==> config.mk <==
export PLATFORM = sky130hd
export DESIGN_NAME = id_stage_pipe_flat
export DESIGN_NICKNAME = d
export VERILOG_FILES = /design/src/rtl/id_stage_pipe_if.sv /design/src/rtl/id_stage_pipe.sv /design/src/flat_wrapper.sv
export SDC_FILE = /design/constraint.sdc
export NUM_CORES = 2
export LEC_CHECK = 0
export ABC_AREA = 1
export CORE_MARGIN = 10
export CORE_UTILIZATION = 40
export CTS_CLUSTER_SIZE = 16
export DETAILED_ROUTE_END_ITERATION = 8
export SYNTH_ARGS = -nofsm -noshare
export SYNTH_HDL_FRONTEND = slang
export SYNTH_SLANG_ARGS = --single-unit
==> constraint.sdc <==
create_clock -name clk -period 39 [get_ports clk]
set_input_delay 3.9 -clock clk [delete_from_list [all_inputs] [get_ports clk]]
set_output_delay 3.9 -clock clk [all_outputs]
set_load 0.01 [all_outputs]
==> src/rtl/id_stage_pipe_if.sv <==
// Bundle of fetch, forwarding, write-back and ID/EX signals around the decode stage.
// The pipeline side uses master and the decode stage uses slave.
interface id_stage_pipe_if #(
  parameter int XLEN = 32,
  parameter int RA_W = 5
);
  logic            f_valid;
  logic [XLEN-1:0] f_pc4;
  logic [31:0]     f_inst;
  logic            stall;
  logic [1:0]      pcsource;
  logic [XLEN-1:0] bpc;
  logic [XLEN-1:0] jpc;
  logic            ex_wreg;
  logic            ex_m2reg;
  logic [RA_W-1:0] ex_rn;
  logic [XLEN-1:0] ex_alu;
  logic            mem_wreg;
  logic            mem_m2reg;
  logic [RA_W-1:0] mem_rn;
  logic [XLEN-1:0] mem_alu;
  logic [XLEN-1:0] mem_mo;
  logic            w_wreg;
  logic [RA_W-1:0] w_rn;
  logic [XLEN-1:0] wdi;
  logic            e_valid;
  logic            e_wreg;
  logic            e_m2reg;
  logic            e_wmem;
  logic            e_aluimm;
  logic            e_shift;
  logic [2:0]      e_aluc;
  logic [XLEN-1:0] e_a;
  logic [XLEN-1:0] e_b;
  logic [XLEN-1:0] e_imm;
  logic [RA_W-1:0] e_rn;

  modport master (
    output f_valid, f_pc4, f_inst,
    input  stall, pcsource, bpc, jpc,
    output ex_wreg, ex_m2reg, ex_rn, ex_alu,
    output mem_wreg, mem_m2reg, mem_rn, mem_alu, mem_mo,
    output w_wreg, w_rn, wdi,
    input  e_valid, e_wreg, e_m2reg, e_wmem, e_aluimm, e_shift, e_aluc,
    input  e_a, e_b, e_imm, e_rn
  );

  modport slave (
    input  f_valid, f_pc4, f_inst,
    output stall, pcsource, bpc, jpc,
    input  ex_wreg, ex_m2reg, ex_rn, ex_alu,
    input  mem_wreg, mem_m2reg, mem_rn, mem_alu, mem_mo,
    input  w_wreg, w_rn, wdi,
    output e_valid, e_wreg, e_m2reg, e_wmem, e_aluimm, e_shift, e_aluc,
    output e_a, e_b, e_imm, e_rn
  );
endinterface

==> src/rtl/id_stage_pipe.sv <==
// Pipelined decode stage: IF/ID register, register file with EX/MEM/WB operand
// forwarding, load-use stall, branch/jump resolution in ID and the ID/EX register.
module id_stage_pipe #(
  parameter int XLEN = 32,
  parameter int RA_W = 5
) (
  input logic         clk,
  input logic         clrn,
  id_stage_pipe_if.slave bus
);
  localparam int NREG = 2 ** RA_W;

  localparam logic [5:0] OP_RTYPE = 6'h00;
  localparam logic [5:0] OP_J     = 6'h02;
  localparam logic [5:0] OP_BEQ   = 6'h04;
  localparam logic [5:0] OP_BNE   = 6'h05;
  localparam logic [5:0] OP_ADDI  = 6'h08;
  localparam logic [5:0] OP_ANDI  = 6'h0C;
  localparam logic [5:0] OP_ORI   = 6'h0D;
  localparam logic [5:0] OP_XORI  = 6'h0E;
  localparam logic [5:0] OP_LUI   = 6'h0F;
  localparam logic [5:0] OP_LW    = 6'h23;
  localparam logic [5:0] OP_SW    = 6'h2B;

  typedef struct packed {
    logic       wreg;
    logic       m2reg;
    logic       wmem;
    logic [2:0] aluc;
    logic       regrt;
    logic       aluimm;
    logic       sext;
    logic [1:0] pcsource;
    logic       shift;
  } ctrl_t;

  function automatic ctrl_t control_unit(input logic [5:0] op, input logic [5:0] func,
                                         input logic rsrtequ);
    ctrl_t c;
    c = '0;
    case (op)
      OP_RTYPE: begin
        case (func)
          6'h20:   begin c.wreg = 1'b1; c.aluc = 3'b000; end
          6'h22:   begin c.wreg = 1'b1; c.aluc = 3'b100; end
          6'h24:   begin c.wreg = 1'b1; c.aluc = 3'b001; end
          6'h25:   begin c.wreg = 1'b1; c.aluc = 3'b101; end
          6'h26:   begin c.wreg = 1'b1; c.aluc = 3'b010; end
          6'h00:   begin c.wreg = 1'b1; c.aluc = 3'b011; c.shift = 1'b1; end
          6'h02:   begin c.wreg = 1'b1; c.aluc = 3'b111; c.shift = 1'b1; end
          6'h03:   begin c.wreg = 1'b1; c.aluc = 3'b110; c.shift = 1'b1; end
          6'h08:   c.pcsource = 2'b10;
          default: c = '0;
        endcase
      end
      OP_ADDI: begin c.wreg = 1'b1; c.regrt = 1'b1; c.aluimm = 1'b1; c.sext = 1'b1; end
      OP_ANDI: begin c.wreg = 1'b1; c.regrt = 1'b1; c.aluimm = 1'b1; c.aluc = 3'b001; end
      OP_ORI:  begin c.wreg = 1'b1; c.regrt = 1'b1; c.aluimm = 1'b1; c.aluc = 3'b101; end
      OP_XORI: begin c.wreg = 1'b1; c.regrt = 1'b1; c.aluimm = 1'b1; c.aluc = 3'b010; end
      OP_LUI:  begin c.wreg = 1'b1; c.regrt = 1'b1; c.aluimm = 1'b1; c.aluc = 3'b110; end
      OP_LW:   begin
        c.wreg = 1'b1; c.m2reg = 1'b1; c.regrt = 1'b1; c.aluimm = 1'b1; c.sext = 1'b1;
      end
      OP_SW:   begin c.wmem = 1'b1; c.regrt = 1'b1; c.aluimm = 1'b1; c.sext = 1'b1; end
      OP_BEQ:  begin
        c.sext = 1'b1; c.aluc = 3'b010; c.pcsource = rsrtequ ? 2'b01 : 2'b00;
      end
      OP_BNE:  begin
        c.sext = 1'b1; c.aluc = 3'b010; c.pcsource = rsrtequ ? 2'b00 : 2'b01;
      end
      OP_J:    c.pcsource = 2'b11;
      default: c = '0;
    endcase
    return c;
  endfunction

  function automatic logic [RA_W-1:0] reg_field(input logic [4:0] f);
    logic [31:0] w;
    w = {27'd0, f};
    return w[RA_W-1:0];
  endfunction

  logic            d_valid_r;
  logic [XLEN-1:0] d_pc4_r;
  logic [31:0]     d_inst_r;
  logic [XLEN-1:0] rf_r [NREG];

  logic [RA_W-1:0] rs_s, rt_s, rd_s, ern_s;
  logic [RA_W-1:0] src_rn_s [2];
  logic [XLEN-1:0] src_op_s [2];
  logic [XLEN-1:0] imm_s;
  logic            rsrtequ_s, rt_src_s, stall_s;
  logic [1:0]      pcsrc_s;
  ctrl_t           ctrl_s;

  logic            e_valid_r, e_wreg_r, e_m2reg_r, e_wmem_r, e_aluimm_r, e_shift_r;
  logic [2:0]      e_aluc_r;
  logic [XLEN-1:0] e_a_r, e_b_r, e_imm_r;
  logic [RA_W-1:0] e_rn_r;

  assign rs_s        = reg_field(d_inst_r[9:5]);
  assign rt_s        = reg_field(d_inst_r[4:0]);
  assign rd_s        = reg_field(d_inst_r[14:10]);
  assign src_rn_s[0] = rs_s;
  assign src_rn_s[1] = rt_s;

  // Operand select: newest producer wins (EX non-load, then MEM, then WB write-through).
  always_comb begin
    for (int k = 0; k < 2; k++) begin
      if (src_rn_s[k] == {RA_W{1'b0}}) begin
        src_op_s[k] = {XLEN{1'b0}};
      end else if (bus.ex_wreg && !bus.ex_m2reg && (bus.ex_rn == src_rn_s[k])) begin
        src_op_s[k] = bus.ex_alu;
      end else if (bus.mem_wreg && (bus.mem_rn == src_rn_s[k])) begin
        src_op_s[k] = bus.mem_m2reg ? bus.mem_mo : bus.mem_alu;
      end else if (bus.w_wreg && (bus.w_rn == src_rn_s[k])) begin
        src_op_s[k] = bus.wdi;
      end else begin
        src_op_s[k] = rf_r[src_rn_s[k]];
      end
    end
  end

  // Decode, hazard detection and next-PC selection.
  always_comb begin
    rsrtequ_s = (src_op_s[0] == src_op_s[1]);
    ctrl_s    = control_unit(d_inst_r[31:26], d_inst_r[25:20], rsrtequ_s);
    rt_src_s  = !ctrl_s.regrt || ctrl_s.wmem || (ctrl_s.pcsource == 2'b01);
    stall_s   = d_valid_r && bus.ex_wreg && bus.ex_m2reg && (bus.ex_rn != {RA_W{1'b0}}) &&
                ((bus.ex_rn == rs_s) || (rt_src_s && (bus.ex_rn == rt_s)));
    pcsrc_s   = (d_valid_r && !stall_s) ? ctrl_s.pcsource : 2'b00;
    imm_s     = ctrl_s.sext ? {{(XLEN-16){d_inst_r[25]}}, d_inst_r[25:10]}
                            : {{(XLEN-16){1'b0}}, d_inst_r[25:10]};
    ern_s     = ctrl_s.regrt ? rt_s : rd_s;
  end

  assign bus.stall    = stall_s;
  assign bus.pcsource = pcsrc_s;
  assign bus.bpc      = d_pc4_r + {imm_s[XLEN-3:0], 2'b00};
  assign bus.jpc      = {d_pc4_r[XLEN-1:28], d_inst_r[25:0], 2'b00};

  // Register file; r0 is never written.
  always_ff @(posedge clk or posedge clrn) begin
    if (clrn) begin
      for (int i = 0; i < NREG; i++) rf_r[i] <= {XLEN{1'b0}};
    end else if (bus.w_wreg && (bus.w_rn != {RA_W{1'b0}})) begin
      rf_r[bus.w_rn] <= bus.wdi;
    end
  end

  // IF/ID register: holds on stall, squashes the wrong-path fetch on redirect.
  always_ff @(posedge clk or posedge clrn) begin
    if (clrn) begin
      d_valid_r <= 1'b0;
      d_pc4_r   <= {XLEN{1'b0}};
      d_inst_r  <= 32'd0;
    end else if (!stall_s) begin
      d_valid_r <= (pcsrc_s == 2'b00) ? bus.f_valid : 1'b0;
      d_pc4_r   <= bus.f_pc4;
      d_inst_r  <= bus.f_inst;
    end
  end

  // ID/EX register: a bubble while stalled, the decoded instruction otherwise.
  always_ff @(posedge clk or posedge clrn) begin
    if (clrn) begin
      e_valid_r  <= 1'b0;
      e_wreg_r   <= 1'b0;
      e_m2reg_r  <= 1'b0;
      e_wmem_r   <= 1'b0;
      e_aluimm_r <= 1'b0;
      e_shift_r  <= 1'b0;
      e_aluc_r   <= 3'd0;
      e_a_r      <= {XLEN{1'b0}};
      e_b_r      <= {XLEN{1'b0}};
      e_imm_r    <= {XLEN{1'b0}};
      e_rn_r     <= {RA_W{1'b0}};
    end else if (stall_s) begin
      e_valid_r  <= 1'b0;
      e_wreg_r   <= 1'b0;
      e_m2reg_r  <= 1'b0;
      e_wmem_r   <= 1'b0;
      e_aluimm_r <= 1'b0;
      e_shift_r  <= 1'b0;
      e_aluc_r   <= 3'd0;
    end else begin
      e_valid_r  <= d_valid_r;
      e_wreg_r   <= d_valid_r & ctrl_s.wreg;
      e_m2reg_r  <= d_valid_r & ctrl_s.m2reg;
      e_wmem_r   <= d_valid_r & ctrl_s.wmem;
      e_aluimm_r <= d_valid_r & ctrl_s.aluimm;
      e_shift_r  <= d_valid_r & ctrl_s.shift;
      e_aluc_r   <= d_valid_r ? ctrl_s.aluc : 3'd0;
      e_a_r      <= src_op_s[0];
      e_b_r      <= src_op_s[1];
      e_imm_r    <= imm_s;
      e_rn_r     <= ern_s;
    end
  end

  assign bus.e_valid  = e_valid_r;
  assign bus.e_wreg   = e_wreg_r;
  assign bus.e_m2reg  = e_m2reg_r;
  assign bus.e_wmem   = e_wmem_r;
  assign bus.e_aluimm = e_aluimm_r;
  assign bus.e_shift  = e_shift_r;
  assign bus.e_aluc   = e_aluc_r;
  assign bus.e_a      = e_a_r;
  assign bus.e_b      = e_b_r;
  assign bus.e_imm    = e_imm_r;
  assign bus.e_rn     = e_rn_r;
endmodule
==> src/flat_wrapper.sv <==
// flat-port wrapper written by rule: the top's interface ports become plain ports
module id_stage_pipe_flat 
#(
  parameter int XLEN = 32,
  parameter int RA_W = 5
)
  (clk, clrn, bus_f_valid, bus_f_pc4, bus_f_inst, bus_stall, bus_pcsource, bus_bpc, bus_jpc, bus_ex_wreg, bus_ex_m2reg, bus_ex_rn, bus_ex_alu, bus_mem_wreg, bus_mem_m2reg, bus_mem_rn, bus_mem_alu, bus_mem_mo, bus_w_wreg, bus_w_rn, bus_wdi, bus_e_valid, bus_e_wreg, bus_e_m2reg, bus_e_wmem, bus_e_aluimm, bus_e_shift, bus_e_aluc, bus_e_a, bus_e_b, bus_e_imm, bus_e_rn);
  id_stage_pipe_if #(.XLEN(XLEN), .RA_W(RA_W)) bus_i ();
  input logic clk;
  input logic clrn;
  input wire logic [$bits(bus_i.f_valid)-1:0] bus_f_valid;
  input wire logic [$bits(bus_i.f_pc4)-1:0] bus_f_pc4;
  input wire logic [$bits(bus_i.f_inst)-1:0] bus_f_inst;
  output wire logic [$bits(bus_i.stall)-1:0] bus_stall;
  output wire logic [$bits(bus_i.pcsource)-1:0] bus_pcsource;
  output wire logic [$bits(bus_i.bpc)-1:0] bus_bpc;
  output wire logic [$bits(bus_i.jpc)-1:0] bus_jpc;
  input wire logic [$bits(bus_i.ex_wreg)-1:0] bus_ex_wreg;
  input wire logic [$bits(bus_i.ex_m2reg)-1:0] bus_ex_m2reg;
  input wire logic [$bits(bus_i.ex_rn)-1:0] bus_ex_rn;
  input wire logic [$bits(bus_i.ex_alu)-1:0] bus_ex_alu;
  input wire logic [$bits(bus_i.mem_wreg)-1:0] bus_mem_wreg;
  input wire logic [$bits(bus_i.mem_m2reg)-1:0] bus_mem_m2reg;
  input wire logic [$bits(bus_i.mem_rn)-1:0] bus_mem_rn;
  input wire logic [$bits(bus_i.mem_alu)-1:0] bus_mem_alu;
  input wire logic [$bits(bus_i.mem_mo)-1:0] bus_mem_mo;
  input wire logic [$bits(bus_i.w_wreg)-1:0] bus_w_wreg;
  input wire logic [$bits(bus_i.w_rn)-1:0] bus_w_rn;
  input wire logic [$bits(bus_i.wdi)-1:0] bus_wdi;
  output wire logic [$bits(bus_i.e_valid)-1:0] bus_e_valid;
  output wire logic [$bits(bus_i.e_wreg)-1:0] bus_e_wreg;
  output wire logic [$bits(bus_i.e_m2reg)-1:0] bus_e_m2reg;
  output wire logic [$bits(bus_i.e_wmem)-1:0] bus_e_wmem;
  output wire logic [$bits(bus_i.e_aluimm)-1:0] bus_e_aluimm;
  output wire logic [$bits(bus_i.e_shift)-1:0] bus_e_shift;
  output wire logic [$bits(bus_i.e_aluc)-1:0] bus_e_aluc;
  output wire logic [$bits(bus_i.e_a)-1:0] bus_e_a;
  output wire logic [$bits(bus_i.e_b)-1:0] bus_e_b;
  output wire logic [$bits(bus_i.e_imm)-1:0] bus_e_imm;
  output wire logic [$bits(bus_i.e_rn)-1:0] bus_e_rn;
  assign bus_i.f_valid = bus_f_valid;
  assign bus_i.f_pc4 = bus_f_pc4;
  assign bus_i.f_inst = bus_f_inst;
  assign bus_stall = bus_i.stall;
  assign bus_pcsource = bus_i.pcsource;
  assign bus_bpc = bus_i.bpc;
  assign bus_jpc = bus_i.jpc;
  assign bus_i.ex_wreg = bus_ex_wreg;
  assign bus_i.ex_m2reg = bus_ex_m2reg;
  assign bus_i.ex_rn = bus_ex_rn;
  assign bus_i.ex_alu = bus_ex_alu;
  assign bus_i.mem_wreg = bus_mem_wreg;
  assign bus_i.mem_m2reg = bus_mem_m2reg;
  assign bus_i.mem_rn = bus_mem_rn;
  assign bus_i.mem_alu = bus_mem_alu;
  assign bus_i.mem_mo = bus_mem_mo;
  assign bus_i.w_wreg = bus_w_wreg;
  assign bus_i.w_rn = bus_w_rn;
  assign bus_i.wdi = bus_wdi;
  assign bus_e_valid = bus_i.e_valid;
  assign bus_e_wreg = bus_i.e_wreg;
  assign bus_e_m2reg = bus_i.e_m2reg;
  assign bus_e_wmem = bus_i.e_wmem;
  assign bus_e_aluimm = bus_i.e_aluimm;
  assign bus_e_shift = bus_i.e_shift;
  assign bus_e_aluc = bus_i.e_aluc;
  assign bus_e_a = bus_i.e_a;
  assign bus_e_b = bus_i.e_b;
  assign bus_e_imm = bus_i.e_imm;
  assign bus_e_rn = bus_i.e_rn;
  id_stage_pipe #(.XLEN(XLEN), .RA_W(RA_W)) u_core (.clk(clk), .clrn(clrn), .bus(bus_i));
endmodule
### After elaboration in Yosys (flattened, before gate mapping)

Cells that the tools add are included.

| storage, ports and cells | value |
|---|---|
| bits in registers | 1199 |
| input bits | 215 |
| word-level logic and storage cells | 163 |

| operators by class | value |
|---|---|
| add/subtract/negate cells | 1 |
| $lt $le $gt $ge | 4 |
| eq/ne operators | 26 |
| multiplexer cells | 44 |
| bitwise logic cells | 8 |
| reductions and logical operators | 34 |

Operators with widths:

| kind | number |
|---|---|
| bitwise mux 1024 bit | 1 |
| 2-to-1 mux 32 bit | 15 |
| binary-select mux 32 bit (select 5 bit) | 2 |
| demux 32 bit (select 5 bit) | 1 |
| equality test 6 bit, second input constant | 7 |
| equality test 6 x 4 -> 1 bit, second input constant | 6 |
| adder 32 bit | 1 |
| equality test 32 bit | 1 |
| equality test 5 bit | 6 |
| case mux 3 bit (7 select lines) | 1 |
| equality test 6 x 2 -> 1 bit, second input constant | 3 |
| >= comparator 6 bit, second input constant | 3 |
| NOT 5 -> 6 bit | 3 |
| logical AND 1 bit | 15 |
| 2-to-1 mux 1 bit | 15 |
| case mux 3 bit (5 select lines) | 1 |
| equality test 6 x 3 -> 1 bit, second input constant | 2 |
| logical NOT 6 bit | 2 |
| logical NOT 5 bit | 2 |
| nonzero test 5 bit | 2 |
| case mux 2 bit (4 select lines) | 1 |
| OR reduction 8 bit | 1 |
| OR reduction 7 bit | 1 |
| < comparator 6 x 1 -> 1 bit, second input constant | 1 |
| 12 further kinds | 24 |

### Logic depth before layout (Yosys ltp)

| depth | value |
|---|---|
| word-level depth | 21 |
| gate-level depth with buffers | 28 |
| mapped depth without buffers | 25 |

### Least setup slack after synthesis

OpenSTA, ideal clock, no wires.

| timing | value |
|---|---|
| path kind | input -> output |
| from | input port bus_w_rn[1] |
| to | output port bus_pcsource[0] |
| arrival | 5806 ps |
| data required time | 35100 ps |
| path slack | 29294 ps |
| stages | 20 |
| buffers on the path | 2 |
| path through | clkbuf_1 > xor2_1 > a21oi_1 > nand3_2 > inv_2 > clkbuf_1 > a21oi_1 > nand2_1 > nand2_1 > a21oi_1 > nand2_1 > nand2_1 > nand2_1 > nor2_1 > nand2_1 > nor2_1 > nand3_1 > nand3_1 > nand2_1 > inv_1 |

| on the way | value |
|---|---|
| longest elaborated chain between the ends | 17 |
| elaborated cells between the ends (all ways) | 24 |
| classes of those cells | 4 x eq/ne; 12 x mux; 8 x reduce/logical |

RTL lines:

| what | RTL line | RTL |
|---|---|---|
| start, declared | flat_wrapper.sv:28 | `input wire logic [$bits(bus_i.w_rn)-1:0] bus_w_rn;` |
| equality test 5 bit | id_stage_pipe.sv:116 | `end else if (bus.w_wreg && (bus.w_rn == src_rn_s[k])) begin` |
| logical AND 1 bit | id_stage_pipe.sv:116 |  |
| 2-to-1 mux 32 bit | id_stage_pipe.sv:116 |  |
| 2-to-1 mux 32 bit | id_stage_pipe.sv:114 | `end else if (bus.mem_wreg && (bus.mem_rn == src_rn_s[k])) begin` |
| 2-to-1 mux 32 bit | id_stage_pipe.sv:112 | `end else if (bus.ex_wreg && !bus.ex_m2reg && (bus.ex_rn == src_rn_s[k])) begin` |
| 2-to-1 mux 32 bit | id_stage_pipe.sv:110 | `if (src_rn_s[k] == {RA_W{1'b0}}) begin` |
| equality test 32 bit (*) | id_stage_pipe.sv:126 | `rsrtequ_s = (src_op_s[0] == src_op_s[1]);` |
| 2-to-1 mux 1 bit (on tied branches) | id_stage_pipe.sv:69, id_stage_pipe.sv:66 |  |
| case mux 2 bit (4 select lines) (*) | id_stage_pipe.sv:41 | `case (op)` |
| equality test 2 x 1 -> 1 bit | id_stage_pipe.sv:128 | `rt_src_s = !ctrl_s.regrt \|\| ctrl_s.wmem \|\| (ctrl_s.pcsource == 2'b01);` |
| logical OR 1 bit | id_stage_pipe.sv:128 |  |
| logical AND 1 bit | id_stage_pipe.sv:130 | `((bus.ex_rn == rs_s) \|\| (rt_src_s && (bus.ex_rn == rt_s)));` |
| logical OR 1 bit | id_stage_pipe.sv:130 |  |
| logical AND 1 bit | id_stage_pipe.sv:129 | `stall_s = d_valid_r && bus.ex_wreg && bus.ex_m2reg && (bus.ex_rn != {RA_W{1'b0}}) &&` |
| logical NOT 1 bit | id_stage_pipe.sv:131 | `pcsrc_s = (d_valid_r && !stall_s) ? ctrl_s.pcsource : 2'b00;` |
| logical AND 1 bit | id_stage_pipe.sv:131 |  |
| 2-to-1 mux 2 bit (*) | id_stage_pipe.sv:131 |  |
| end, declared | flat_wrapper.sv:15 | `output wire logic [$bits(bus_i.pcsource)-1:0] bus_pcsource;` |

Every way passes the cells marked *; elsewhere a longest branch is shown, timed or not.

### Worst setup path after layout

| timing | value |
|---|---|
| from | input port bus_w_rn[3] |
| to | output port bus_pcsource[0] |

Same word-level chain as after synthesis.

==> results.json <==
{
  "status": "finished clean",
  "ctsHtreeMaxLevel": 4,
  "skew_ns": 0.02753,
  "route.vias.total": 69320,
  "slew_viol_final": 0,
  "cpMostUsedCell": "nand2_1",
  "path_cells": "clkdlybuf4s50_1 -> clkinv_1 -> nand2_1 -> a21oi_1 -> nand3_2 -> buf_4 -> inv_2 -> a21oi_1 -> nand2_1 -> nand2_1 -> nand2_1 -> nand2_1 -> nand2_1 -> nand2_1 -> nand2_1 -> nor2_1 -> nand2_1 -> nor2_1 -> nand3_1 -> nand3_1 -> nand2_1 -> inv_1 -> clkdlybuf4s50_1",
  "synth_edf_count": 0,
  "die_width_microns": 433.5,
  "register_area_sq_um": 29660,
  "routabilityCongestion": 0.9488,
  "fin_ws_ns": 26.60,
  "cts.sinks": 1184,
  "synth_flop_cell": "dfrtp_1",
  "synth_seq_cells": 1184,
  "synthMuxAreaShare_pct": 0.4682,
  "rsz0062_at_grt": "false",
  "synth_top_family_by_area": "simple AND/OR/NAND/NOR gates",
  "cts_buffer_depth": 3,
  "initial_core_util_pct": 40.32,
  "worst_slew_pin_slew_ns": 1.413,
  "start_kind": "input port",
  "end_kind": "primary output",
  "finalSetupViolations": 0,
  "hpwlAfterDp_microns": 178000,
  "synth.most_common_cell": "nand2_1",
  "async_flop_share_pct": 100.0,
  "required_ns": 35.10,
  "cts_resized": 0,
  "netlist.area_leader.share_pct": 43.31,
  "die_y_microns": 433.5,
  "hp-class": "flip-flop to flip-flop",
  "port_buffers": 389,
  "synth_area_sq_um": 68410,
  "path_buf_inv": 6,
  "seq_area_frac_synth_pct": 43.31,
  "row_count": 151,
  "synth_compound_area_share_pct": 17.50,
  "viasPerCell": 5.800,
  "synthAdderAreaFrac_pct": 0.5597,
  "p_leak_nw": 36.06,
  "netlist_instances": 9842,
  "fin_crit_sh_pct": 31.80,
  "crit_path_top_delay_cell": "clkdlybuf4s50_1",
  "maxSlewHeadroom_pct": 5.608,
  "dp.cells": 11710,
  "path_max_fanout": 33,
  "crit_type": "input port to primary output",
  "route.detailed.drc": 0,
  "tritoncts": "done",
  "fmax_mhz": 80.64,
  "drt-total-wl_microns": 301500,
  "grt_overflow_total": 0,
  "grt_use_total_pct": 30.99,
  "cap_viol_max_count": 0,
  "placed_cell_area_sq_um": 72650,
  "core_sq_um": 169700,
  "ctsHoldBuffers": 0,
  "clk_latency_ns": 0.81,
  "finalHoldViolations": 0,
  "cellPowerDensity_nw_per_um2": 48.83,
  "multiInputGateArea_sq_um": 32750,
  "antenna_found_initial": 13,
  "clkSlewWorstSetupHoldPaths_ns": 0.05,
  "cts_inserted_buffers": 136,
  "stdcell_count": 11950,
  "pre_cts_slack_ns": 26.75,
  "yosys_warnings": 0,
  "layout.nets": 9870,
  "fin_crit_ns": 12.40,
  "vdd_drop_max_mv": 0.04715,
  "fp.dieArea_sq_um": 188000,
  "cp_top_family": "buffers and inverters",
  "ant_nets": 0,
  "firstDrtPassIters": 7,
  "wl_per_cell_microns": 25.23,
  "synth-simple-area-share_pct": 28.57,
  "synth_xor_area_share_pct": 0.3969,
  "synth_top_area_cell": "dfrtp_1",
  "synth.area.top_cells": "dfrtp_1 (43%), nand2_1 (18%), o21ai_0 (9.6%), nand3_1 (7.6%), o211ai_1 (3.8%)",
  "cts_root_buf": "clkbuf_16",
  "arrival_ns": 8.50,
  "grt_max_degree": 210,
  "synthTopCellsByCount": "nand2_1 (3315), o21ai_0 (1312), dfrtp_1 (1184)",
  "avgSynthCellArea_sq_um": 6.951,
  "drive_gt1_share_pct": 4.246,
  "fin_setup_tns_ns": 0,
  "drtIter0Drc": 9111,
  "syn2layout_area_growth_pct": 12.86,
  "slowest_delay_ns": 0.61,
  "grt_pass1_vias": 64370,
  "pin_count": 392,
  "synth_cell_types": 44,
  "final.fill_count": 17110,
  "final_cell_area_sq_um": 77200,
  "post_cts_buffers": 0,
  "grt_pass1_wl_microns": 438800
}
-- layout by cell type, fill, tap and decap left out, types with 34 or more instances in the layout --
cell type        instances
clkbuf_16              140
o211ai_1               342
a21oi_1                503
nand2_1               3286
nor2_1                 425
clkbuf_1                34
inv_1                  639
buf_4                  123
dfrtp_1               1174
clkdlybuf4s50_1        388
o21ai_0               1312
nand3_1               1031
-- worst register-to-register path: stages, from the launching register on --
cell and delay [ns]:
dfrtp_4 0.91, buf_4 0.72, buf_4 0.81, buf_4 0.83, buf_4 1.04, nand2_1 0.18, o211ai_1 0.12, nand3_1 0.10
nand2_1 0.09, nor2_1 0.06, nand2_1 0.24, nand3_1 0.22, nand2_1 0.11, nand2_1 0.07, a21oi_1 0.12, nand2_1 0.06
nand2_1 0.16, nand2_1 0.07, nor2_1 0.10, nand2_1 0.06, nor2_1 0.15, nand3_1 0.10, nand3_1 0.20, nand2_1 0.10
nand2_1 0.07, nor2_1 0.03
-- registers in the layout, summed over array words and instances (netlist names) --
name                 count
u_core.d_inst_r         32
u_core.bus.e_wmem        1
u_core.d_valid_r         1
u_core.bus.e_a          32
u_core.d_pc4_r          32
u_core.bus.e_valid       1
u_core.bus.e_m2reg       1
u_core.bus.e_b          32
u_core.bus.e_shift       1
u_core.rf_r           1024
u_core.bus.e_aluc        3
u_core.bus.e_rn          5
u_core.bus.e_wreg        1
u_core.bus.e_imm        17
u_core.bus.e_aluimm      1
-- layer usage --
metal	vias up	track usage [%]	share of wire [%]	routed length (microns)
li1	31600	-	-	-
met1	32980	40.03	39	117600
met2	3799	47.03	44	132400
met3	930	5.981	9.4	28290
met4	8	20.68	7.7	23110
met5	-	0	0.019	57
-- cell type report --
type	count	share of cell area, %
multi-input cells	7128	42.42
flip-flops and latches	1184	38.42
repair buffers	519	6.415
clock buffers	203	5.220
well taps	2218	3.595
inverters	656	3.251
clock inverters	36	0.6547
diodes	7	0.02269
-- through the flow --
stage	util [%]	hold WS [ns]	power, mW
after floorplan	-	0.4290	2.129
after global placement	42.82	0.3646	2.409
after detailed placement	42.82	0.3656	2.432
after CTS	45.49	0.3777	3.765
after global routing	45.50	0.3853	3.959
final	45.50	0.3741	3.770
-- where the power goes --
group / leakage (nW) / switching, mW / total (mW) / internal, mW
Clock: 2.22 / 0.557 / 1.34 / 0.781
Sequential: 15.1 / 0.159 / 1.60 / 1.44
Combinational: 18.8 / 0.535 / 0.829 / 0.294
Total: 36.1 / 1.25 / 3.77 / 2.52
-- logic make-up (layout without fill, tap and decap cells) --
logic type      count (synthesis)  in the layout
compound gates               2207           2207
buf+inv                      1531           1414
simple gates                 4826           4826
flops                        1184           1184
xor+xnor                       31             31
mux                            32             32
other cells                     1              9
fa+ha+maj                      30             30
-- final timing paths --
path	start	endpoint	slack (ns)	cells past startpoint
worst max-delay path	bus_w_rn[3]	bus_pcsource[0]	26.60	23
worst min-delay path	u_core.rf_r[1023]	u_core.rf_r[1023]	0.37	0
worst max register to register	u_core.d_inst_r[5]	u_core.d_valid_r	32.15	25
worst min register to register	u_core.rf_r[1023]	u_core.rf_r[1023]	0.37	0
max in group asynchronous	clrn	u_core.d_pc4_r[25]	30.67	7
min in group asynchronous	clrn	u_core.rf_r[137]	3.63	2
Note: power is estimated with default switching activity, not from simulation.
